## src/rtl/wir_pkg.sv

```systemverilog
// Shared types and constants for the WIR load sequencer and its requesters.
package wir_pkg;

    typedef enum logic [2:0] {
        ST_IDLE,
        ST_CAPTURE,
        ST_SHIFT,
        ST_UPDATE,
        ST_DONE
    } wir_state_t;

    localparam int WIR_LEN_DEF = 3;

    // Instruction opcodes for the default 3-cell WIR.
    localparam logic [WIR_LEN_DEF-1:0] OP_BYPASS = 3'b111;
    localparam logic [WIR_LEN_DEF-1:0] OP_EXTEST = 3'b000;
    localparam logic [WIR_LEN_DEF-1:0] OP_INTEST = 3'b001;

endpackage

```

## src/rtl/wir_load_sequencer_if.sv

```systemverilog
// Host load handshake plus the serial WIR strobes and readback.
interface wir_load_sequencer_if
    import wir_pkg::*;
#(
    parameter int WIR_LEN = WIR_LEN_DEF
);
    logic               load_req;
    logic [WIR_LEN-1:0] load_instr;
    logic               load_ack;
    logic               busy;
    logic               wir_si;
    logic               wir_capture;
    logic               wir_shift;
    logic               wir_update;
    logic               wir_so;
    logic [WIR_LEN-1:0] readback;
    logic               readback_valid;

    // Requester side, which also owns the WIR chain.
    modport master (
        output load_req, load_instr, wir_so,
        input  load_ack, busy, wir_si, wir_capture, wir_shift, wir_update,
               readback, readback_valid
    );

    // Sequencer side.
    modport slave (
        input  load_req, load_instr, wir_so,
        output load_ack, busy, wir_si, wir_capture, wir_shift, wir_update,
               readback, readback_valid
    );
endinterface

```

## src/rtl/wir_load_sequencer.sv

```systemverilog
// Runs one capture -> shift -> update transaction on the WIR per accepted
// request and returns the displaced instruction as a parallel readback.
//
// state   | meaning
// --------+-------------------------------------------------------------
// IDLE    | waiting for load_req while armed; re-arms on load_req low
// CAPTURE | one cycle of wir_capture, counter cleared
// SHIFT   | WIR_LEN cycles of wir_shift, new bits out, old bits in
// UPDATE  | one cycle of wir_update, readback loaded from shadow
// DONE    | one cycle of load_ack
module wir_load_sequencer
    import wir_pkg::*;
#(
    parameter int WIR_LEN = WIR_LEN_DEF
) (
    input  logic                 WRCK,
    input  logic                 WRSTN,
    wir_load_sequencer_if.slave  bus
);
    localparam int               CNT_W    = $clog2(WIR_LEN + 1);
    localparam logic [CNT_W-1:0] CNT_LAST = CNT_W'(WIR_LEN - 1);

    wir_state_t         state, state_nxt;
    logic [CNT_W-1:0]   cnt, cnt_nxt;
    logic [WIR_LEN-1:0] sh, sh_nxt;
    logic [WIR_LEN-1:0] rb, rb_nxt;
    logic               armed, armed_nxt;
    logic               rbv, rbv_nxt;
    logic               capture_q, shift_q, update_q, ack_q, busy_q, si_q;

    // Next-state, counter, shadow shifter and readback updates.
    always_comb begin
        state_nxt = state;
        cnt_nxt   = cnt;
        sh_nxt    = sh;
        armed_nxt = armed;
        rb_nxt    = rb;
        rbv_nxt   = rbv;
        case (state)
            ST_IDLE: begin
                if (!bus.load_req) begin
                    armed_nxt = 1'b1;
                end else if (armed) begin
                    sh_nxt    = bus.load_instr;
                    armed_nxt = 1'b0;
                    state_nxt = ST_CAPTURE;
                end
            end
            ST_CAPTURE: begin
                cnt_nxt   = '0;
                state_nxt = ST_SHIFT;
            end
            ST_SHIFT: begin
                // Shift/OR form stays legal when the chain is a single cell.
                sh_nxt  = (sh >> 1) | (WIR_LEN'(bus.wir_so) << (WIR_LEN - 1));
                cnt_nxt = cnt + 1'b1;
                if (cnt == CNT_LAST) state_nxt = ST_UPDATE;
            end
            ST_UPDATE: begin
                rb_nxt    = sh;
                rbv_nxt   = 1'b1;
                state_nxt = ST_DONE;
            end
            ST_DONE: state_nxt = ST_IDLE;
            default: state_nxt = ST_IDLE;
        endcase
    end

    // State register plus outputs registered from the next-state decode.
    always_ff @(posedge WRCK or negedge WRSTN) begin
        if (!WRSTN) begin
            state     <= ST_IDLE;
            cnt       <= '0;
            sh        <= '0;
            rb        <= '0;
            armed     <= 1'b1;
            rbv       <= 1'b0;
            capture_q <= 1'b0;
            shift_q   <= 1'b0;
            update_q  <= 1'b0;
            ack_q     <= 1'b0;
            busy_q    <= 1'b0;
            si_q      <= 1'b0;
        end else begin
            state     <= state_nxt;
            cnt       <= cnt_nxt;
            sh        <= sh_nxt;
            rb        <= rb_nxt;
            armed     <= armed_nxt;
            rbv       <= rbv_nxt;
            capture_q <= (state_nxt == ST_CAPTURE);
            shift_q   <= (state_nxt == ST_SHIFT);
            update_q  <= (state_nxt == ST_UPDATE);
            ack_q     <= (state_nxt == ST_DONE);
            busy_q    <= (state_nxt != ST_IDLE);
            si_q      <= (state_nxt == ST_SHIFT) && sh_nxt[0];
        end
    end

    assign bus.wir_capture    = capture_q;
    assign bus.wir_shift      = shift_q;
    assign bus.wir_update     = update_q;
    assign bus.load_ack       = ack_q;
    assign bus.busy           = busy_q;
    assign bus.wir_si         = si_q;
    assign bus.readback       = rb;
    assign bus.readback_valid = rbv;

endmodule

```

## src/flat_wrapper.sv

```systemverilog
// flat-port wrapper written by rule: the top's interface ports become plain ports
module wir_load_sequencer_flat import wir_pkg::*;
#(
    parameter int WIR_LEN = WIR_LEN_DEF
)
  (WRCK, WRSTN, bus_load_req, bus_load_instr, bus_wir_so, bus_load_ack, bus_busy, bus_wir_si, bus_wir_capture, bus_wir_shift, bus_wir_update, bus_readback, bus_readback_valid);
  wir_load_sequencer_if #(.WIR_LEN(WIR_LEN)) bus_i ();
  input  logic WRCK;
  input  logic WRSTN;
  input wire logic [$bits(bus_i.load_req)-1:0] bus_load_req;
  input wire logic [$bits(bus_i.load_instr)-1:0] bus_load_instr;
  input wire logic [$bits(bus_i.wir_so)-1:0] bus_wir_so;
  output wire logic [$bits(bus_i.load_ack)-1:0] bus_load_ack;
  output wire logic [$bits(bus_i.busy)-1:0] bus_busy;
  output wire logic [$bits(bus_i.wir_si)-1:0] bus_wir_si;
  output wire logic [$bits(bus_i.wir_capture)-1:0] bus_wir_capture;
  output wire logic [$bits(bus_i.wir_shift)-1:0] bus_wir_shift;
  output wire logic [$bits(bus_i.wir_update)-1:0] bus_wir_update;
  output wire logic [$bits(bus_i.readback)-1:0] bus_readback;
  output wire logic [$bits(bus_i.readback_valid)-1:0] bus_readback_valid;
  assign bus_i.load_req = bus_load_req;
  assign bus_i.load_instr = bus_load_instr;
  assign bus_i.wir_so = bus_wir_so;
  assign bus_load_ack = bus_i.load_ack;
  assign bus_busy = bus_i.busy;
  assign bus_wir_si = bus_i.wir_si;
  assign bus_wir_capture = bus_i.wir_capture;
  assign bus_wir_shift = bus_i.wir_shift;
  assign bus_wir_update = bus_i.wir_update;
  assign bus_readback = bus_i.readback;
  assign bus_readback_valid = bus_i.readback_valid;
  wir_load_sequencer #(.WIR_LEN(WIR_LEN)) u_core (.WRCK(WRCK), .WRSTN(WRSTN), .bus(bus_i));
endmodule
```

## config.mk

```make
export PLATFORM = sky130hd
export DESIGN_NAME = wir_load_sequencer_flat
export DESIGN_NICKNAME = d
export VERILOG_FILES = /design/src/rtl/wir_pkg.sv /design/src/rtl/wir_load_sequencer_if.sv /design/src/rtl/wir_load_sequencer.sv /design/src/flat_wrapper.sv
export SDC_FILE = /design/constraint.sdc
export NUM_CORES = 1
export LEC_CHECK = 0
export ABC_CLOCK_PERIOD_IN_PS = 2100
export BUFFER_PORTS_ARGS = -buffer_cell sky130_fd_sc_hd__buf_2
export CAP_MARGIN = 5
export CORE_MARGIN = 1.5
export CORE_UTILIZATION = 35
export DETAILED_ROUTE_END_ITERATION = 7
export GPL_ROUTABILITY_DRIVEN = 0
export HOLD_SLACK_MARGIN = 0.03
export PLACE_DENSITY = 0.6
export SYNTH_ARGS = -nofsm -noshare
export SYNTH_HDL_FRONTEND = slang
export SYNTH_SLANG_ARGS = --single-unit
```

## constraint.sdc

```tcl
create_clock -name WRCK -period 2.1 [get_ports WRCK]
set_input_delay 0.21 -clock WRCK [delete_from_list [all_inputs] [get_ports WRCK]]
set_output_delay 0.21 -clock WRCK [all_outputs]
set_load 0.02 [all_outputs]
```

==> flow_summary.toml, run 1 <==
[placed_design]
post-dp-hpwl_mm = 1.07
placed_cells = 111
place_area_um2 = 915
dp_slack_ns = 0.620
io_buffer_count = 16

[final_layout]
fillers = 221
seq_area_um2 = 477
finalInstanceArea_um2 = 951
syn_to_final_growth_pct = 15.2
layout.cells.non_filler = 116
drive_gt1_share_pct = 30.7
diodes = 0
multi_input_area_um2 = 304
layout.nets = 97

[routing]
drc = 0
wl_mm = 1.50
vias = 567
wl_per_cell_um = 12.9
drt_iter0_drc = 12
routed_via_density = 4.89
ant_nets = 0
drtPass1Iterations = 3

[die]
start_util_pct = 37.3
die_w_um = 51.6
dieArea_um2 = 2660
rows = 17
io_pins = 17
die_h_um = 51.6
core_um2 = 2210

[clock_network]
cts_max_level = 1
cts_sinks = 19
clock_latency_ns = 0.29
clk_pin_slew_ns = 0.10
ctsResizeCount = 0
numCtsBuffers = 3
root_buffer = "clkbuf_4"
cts_tree = "done"
clk_path_buf_depth = 2

[sta]
fin_skew_ns = 0.00121
worst-slew-pin-transition_ns = 0.445
rsz0062_at_grt = "false"
finalSetupViolations = 0
period_share_pct = 71.1
postLayoutSetupSlackWorst_ns = 0.607
min_period_ns = 1.49
setup_tns_ns = 0
maxClockFrequency_mhz = 670
finalHoldViolCount = 0
slew_headroom_pct = 70.2
slew_violations = 0

[worst_setup_path]
cp-start-kind = "flop"
critPathLaunch = "u_core.state[2]$_DFF_PN0_"
path_cells = "nand2b_1 > or2_1 > mux2_1"
crit_fanout = 11
cp.arrival_ns = 1.68
critPathTopFamily = "simple AND/OR/NAND/NOR gates"
r2r-start = "u_core.state[2]$_DFF_PN0_"
critical_path_required_ns = 2.29
worst-setup-path-type = "flop to flop"
crit_path_top_delay_cell = "dfrtp_1"
critPathBufInv = 0
endpoint_kind = "flop"
slowest_delay_ns = 0.50

[power_and_ir_drop]
powerDensity_nw_per_um2 = 1620
max-vdd-ir-drop_uv = 537
total_power_mw = 1.54
leakagePower_nw = 0.459

[yosys]
ys_seq_area_share_pct = 57.7
synth_nets = 79
ys.flop_type = "dfrtp_1"
mappedNetlistArea_um2 = 826
synth_edf_count = 0
yosys-top-cells-count = "dfrtp_1, o22ai_1, inv_1, a21oi_1, nand2_1"
yosysTopAreaCellShare_pct = 54.5
synth-warning-count = 0
yosysTopAreaCell = "dfrtp_1"
syn_avg_cell_area_um2 = 11.6
yosysMostFrequentCell = "dfrtp_1"
synthTopCellsByArea = "dfrtp_1, o22ai_1, dfstp_2, mux2_2, a21oi_1"
synth.distinct_cells = 31
yosys_register_bits = 19
async_flop_share_pct = 100
synthCells = 71

[global_routing]
overflow = 0
grt_pass1_wl_mm = 2.53
grt_antenna_before_repair = 0
grt_max_degree = 20
grt_pass1_vias = 565
grt_use_total_pct = 13.3

[run_status]
status = "finished clean"

[hold_path]
hold_start = "bus_load_req"
min_path_type = "primary input to flop"

[job]
maxCapViolations = 0
## flip-flops by register name, summed over array words and instances (netlist names)
name                       count
u_core.state                   3
u_core.bus.readback            3
u_core.cnt                     2
u_core.bus.wir_update          1
u_core.bus.wir_capture         1
u_core.bus.wir_si              1
u_core.sh                      3
u_core.bus.load_ack            1
u_core.bus.readback_valid      1
u_core.armed                   1
u_core.bus.wir_shift           1
u_core.bus.busy                1
## power breakdown
part / leakage (nW) / total [mW] / switching [mW] / internal [mW]
logic: 0.214 / 0.681 / 0.369 / 0.312
registers: 0.230 / 0.679 / 0.143 / 0.536
clock network: 0.0150 / 0.180 / 0.106 / 0.0740
total: 0.459 / 1.54 / 0.618 / 0.922
## routing by layer
| metal | wire (um) | vias up | GRT usage [%] |
|---|---|---|---|
| met5 | 0 | - | 0 |
| met4 | 27 | 0 | 11.0 |
| li1 | - | 284 | - |
| met3 | 38 | 4 | 1.72 |
| met2 | 698 | 10 | 20.5 |
| met1 | 737 | 269 | 16.5 |
## logic make-up after synthesis
| family | synth area share [%] |
|---|---|
| AOI/OAI and AO/OA | 17.1 |
| DFF | 57.7 |
| muxes | 5.30 |
| buffers and inverters | 5.45 |
| and+or+nand+nor | 12.9 |
| adders and majority gates | 1.51 |
## layout make-up
| class | instances | share of cell area [%] |
|---|---|---|
| clock buffers | 4 | 2.76 |
| well taps | 28 | 3.68 |
| flip-flops and latches | 19 | 50.1 |
| multi-input cells | 43 | 32.0 |
| repair buffers | 17 | 9.47 |
| inverters | 5 | 1.97 |
## through the flow
stage               util (%)  hold slack, ns
finish                  43.0           0.105
global route            43.0           0.113
CTS                     43.0           0.106
detailed placement      41.3           0.171
global placement        41.3           0.165
floorplan                  -         -0.0856
## worst paths after layout
check	to	slack (ns)	cells after the start
max in group asynchronous	u_core.armed$_DFFE_PN1P_	1.41	2
min reg2reg	u_core.bus.readback_valid$_DFFE_PN0N_	0.47	1
max reg2reg	u_core.bus.readback[1]$_DFFE_PN0N_	0.61	3
max	u_core.bus.readback[1]$_DFFE_PN0N_	0.61	3
min in group asynchronous	u_core.sh[1]$_DFFE_PN0P_	0.37	2
min	u_core.armed$_DFFE_PN1P_	0.11	2
## worst register-to-register path, stage by stage, from the launching register on
cell,delay [ns]
dfrtp_1,0.50
nand2b_1,0.23
or2_1,0.32
mux2_1,0.34
## cell usage in the layout (no fill, tap or decap), types with 3 or more instances in the layout
cell	instances
dfrtp_1	18
buf_2	16
o22ai_1	6
inv_1	5
nand2_1	4
a21oi_1	4
o21ai_0	3
clkbuf_4	3
## repair_timing
action,CTS,global route
hold endpoints to repair,18,0
hold buffers,1,0
setup buffers,0,0
Power figures use the tool's default switching activity.
==> inputs of run 2 (changes only) <==
--- a/config.mk
+++ b/config.mk
@@ -5,7 +5,7 @@
 export SDC_FILE = /design/constraint.sdc
 export NUM_CORES = 1
 export LEC_CHECK = 0
-export ABC_CLOCK_PERIOD_IN_PS = 2100
+export ABC_CLOCK_PERIOD_IN_PS = 1500
 export BUFFER_PORTS_ARGS = -buffer_cell sky130_fd_sc_hd__buf_2
 export CAP_MARGIN = 5
 export CORE_MARGIN = 1.5
==> constraint.sdc (replaced) <==
create_clock -name WRCK -period 1.5 [get_ports WRCK]
set_input_delay 0.15 -clock WRCK [delete_from_list [all_inputs] [get_ports WRCK]]
set_output_delay 0.15 -clock WRCK [all_outputs]
set_load 0.02 [all_outputs]
==> run 2 against run 1 <==
Effect of this change:
- clock-buffer cell count fell by 1
- first-iteration DRC count is 25% lower
- register-to-register slack worse by 0.51 ns
- die area did not move
- combinational power rose by 56%
- largest cell class unchanged
- critical path depth did not move
- highest routed layer unchanged
==> flow_summary.toml, run 2 (synthesis gave the netlist of run 1 again) <==
[final_layout]
syn_to_final_growth_pct = 19.8
layout.cells.non_filler = 121
drive_gt1_share_pct = 35.5
mostFrequentLayoutCells = "dfrtp_1, buf_2, o22ai_1, inv_1, buf_4"
diodes = 0
layout_commonest_cell = "dfrtp_1"
finalInstanceArea_um2 = 990
layout.nets = 102

[clock_network]
cts_tree = "done"
clk_pin_slew_ns = 0.11
cts_max_level = 1
clock_latency_ns = 0.29
cts_sinks = 19
root_buffer = "clkbuf_4"
numCtsBuffers = 3
clk_path_buf_depth = 2

[routing]
drtPass1Iterations = 4
routed_via_density = 5.00
wl_per_cell_um = 12.7
wl_mm = 1.54
vias = 605
drt_iter0_drc = 9
drc = 0
ant_nets = 0

[power_and_ir_drop]
swShare_pct = 39.4
leakagePower_nw = 0.487
powerDensity_nw_per_um2 = 2260
total_power_mw = 2.24
max-vdd-ir-drop_uv = 733
intPower_mw = 1.36
p_switching_uw = 882
clkPwrFrac_pct = 11.5
pwr-share-comb_pct = 47.4
seq_power_share_pct = 41.2

[placed_design]
dp_slack_ns = 0.0863
place_area_um2 = 952
post-dp-hpwl_mm = 1.14
placed_cells = 116
io_buffer_count = 16

[worst_setup_path]
endpoint_kind = "flop"
worst-setup-path-type = "flop to flop"
cp-start-kind = "flop"
crit_fanout = 9
critical_path_required_ns = 1.69
cp.arrival_ns = 1.59

[die]
core_um2 = 2210
die_h_um = 51.6
dieArea_um2 = 2660
rows = 17
start_util_pct = 37.3
io_pins = 17
die_w_um = 51.6

[sta]
finalSetupViolations = 0
rsz0062_at_grt = "false"
maxClockFrequency_mhz = 715
setup_tns_ns = 0
finalHoldViolCount = 0
slew_violations = 0
fin_skew_ns = 0.0103
period_share_pct = 93.3
postLayoutSetupSlackWorst_ns = 0.101
worst-slew-pin-transition_ns = 0.411
min_period_ns = 1.40
slew_headroom_pct = 72.6

[global_routing]
grt_use_total_pct = 13.4
overflow = 0
grt_max_degree = 20
grt_pass1_vias = 621
grt_antenna_before_repair = 0
grt_pass1_wl_mm = 2.67

[job]
maxCapViolations = 0

[hold_path]
min_path_type = "primary input to flop"

[run_status]
status = "finished clean"
==> run 2: per-stage QoR <==
step / util (%) / hold slack, ns
after global placement: 43.0 / 0.104
after global routing: 44.7 / 0.0427
after detailed placement: 43.0 / 0.108
after floorplan: - / -0.146
after CTS: 44.7 / 0.0515
final: 44.7 / 0.0477
==> run 2: final timing paths <==
path                       slack [ns]  cells past startpoint                                    end                                  start
hold reg to reg                  0.49                      1  u_core.bus.readback_valid$_DFFE_PN0N_  u_core.bus.readback_valid$_DFFE_PN0N_
max in group asynchronous        0.87                      2               u_core.armed$_DFFE_PN1P_                                  WRSTN
setup reg to reg                 0.10                      3     u_core.bus.readback[1]$_DFFE_PN0N_              u_core.state[1]$_DFF_PN0_
setup / recovery                 0.10                      3     u_core.bus.readback[1]$_DFFE_PN0N_              u_core.state[1]$_DFF_PN0_
hold / removal                   0.05                      2               u_core.armed$_DFFE_PN1P_                           bus_load_req
min in group asynchronous        0.30                      2     u_core.bus.readback[2]$_DFFE_PN0N_                                  WRSTN
==> run 2: critical path, cell delays in order (launching register included) <==
cell	delay, ns
dfrtp_1	0.50
nand2b_1	0.14
or2_1	0.33
mux2_1	0.34
==> run 2: final cells by class <==
cell class,instances,area (um2)
Clock buffer,3,22.5
Clock inverter,1,5.00
Fill cell,218,1220
Multi-Input combinational cell,43,304
Inverter,5,18.8
Timing Repair Buffer,22,128
Sequential cell,19,477
Tap cell,28,35.0
==> run 2: timing repair <==
action | in CTS | in global routing
gates resized for setup | 0 | 0
endpoints found under the hold margin | 18 | 0
buffers inserted | 0 | 0
hold buffers | 1 | 0
==> run 2: power by group through the flow <==
| stage | clock network (mW) | registers, mW | logic, mW |
|---|---|---|---|
| after floorplan | 0 | 1.02 | 0.663 |
| after detailed placement | 0 | 0.937 | 1.07 |
| final | 0.256 | 0.921 | 1.06 |
| after global placement | 0 | 0.926 | 1.04 |
| after global routing | 0.283 | 0.958 | 1.17 |
| after CTS | 0.260 | 0.925 | 1.07 |
==> run 2: metal layers <==
| layer | track usage (%) | part of all wire, % |
|---|---|---|
| met3 | 1.72 | 2.9 |
| met5 | 0 | 0 |
| met1 | 17.0 | 46 |
| met4 | 6.58 | 1.2 |
| met2 | 22.6 | 50 |
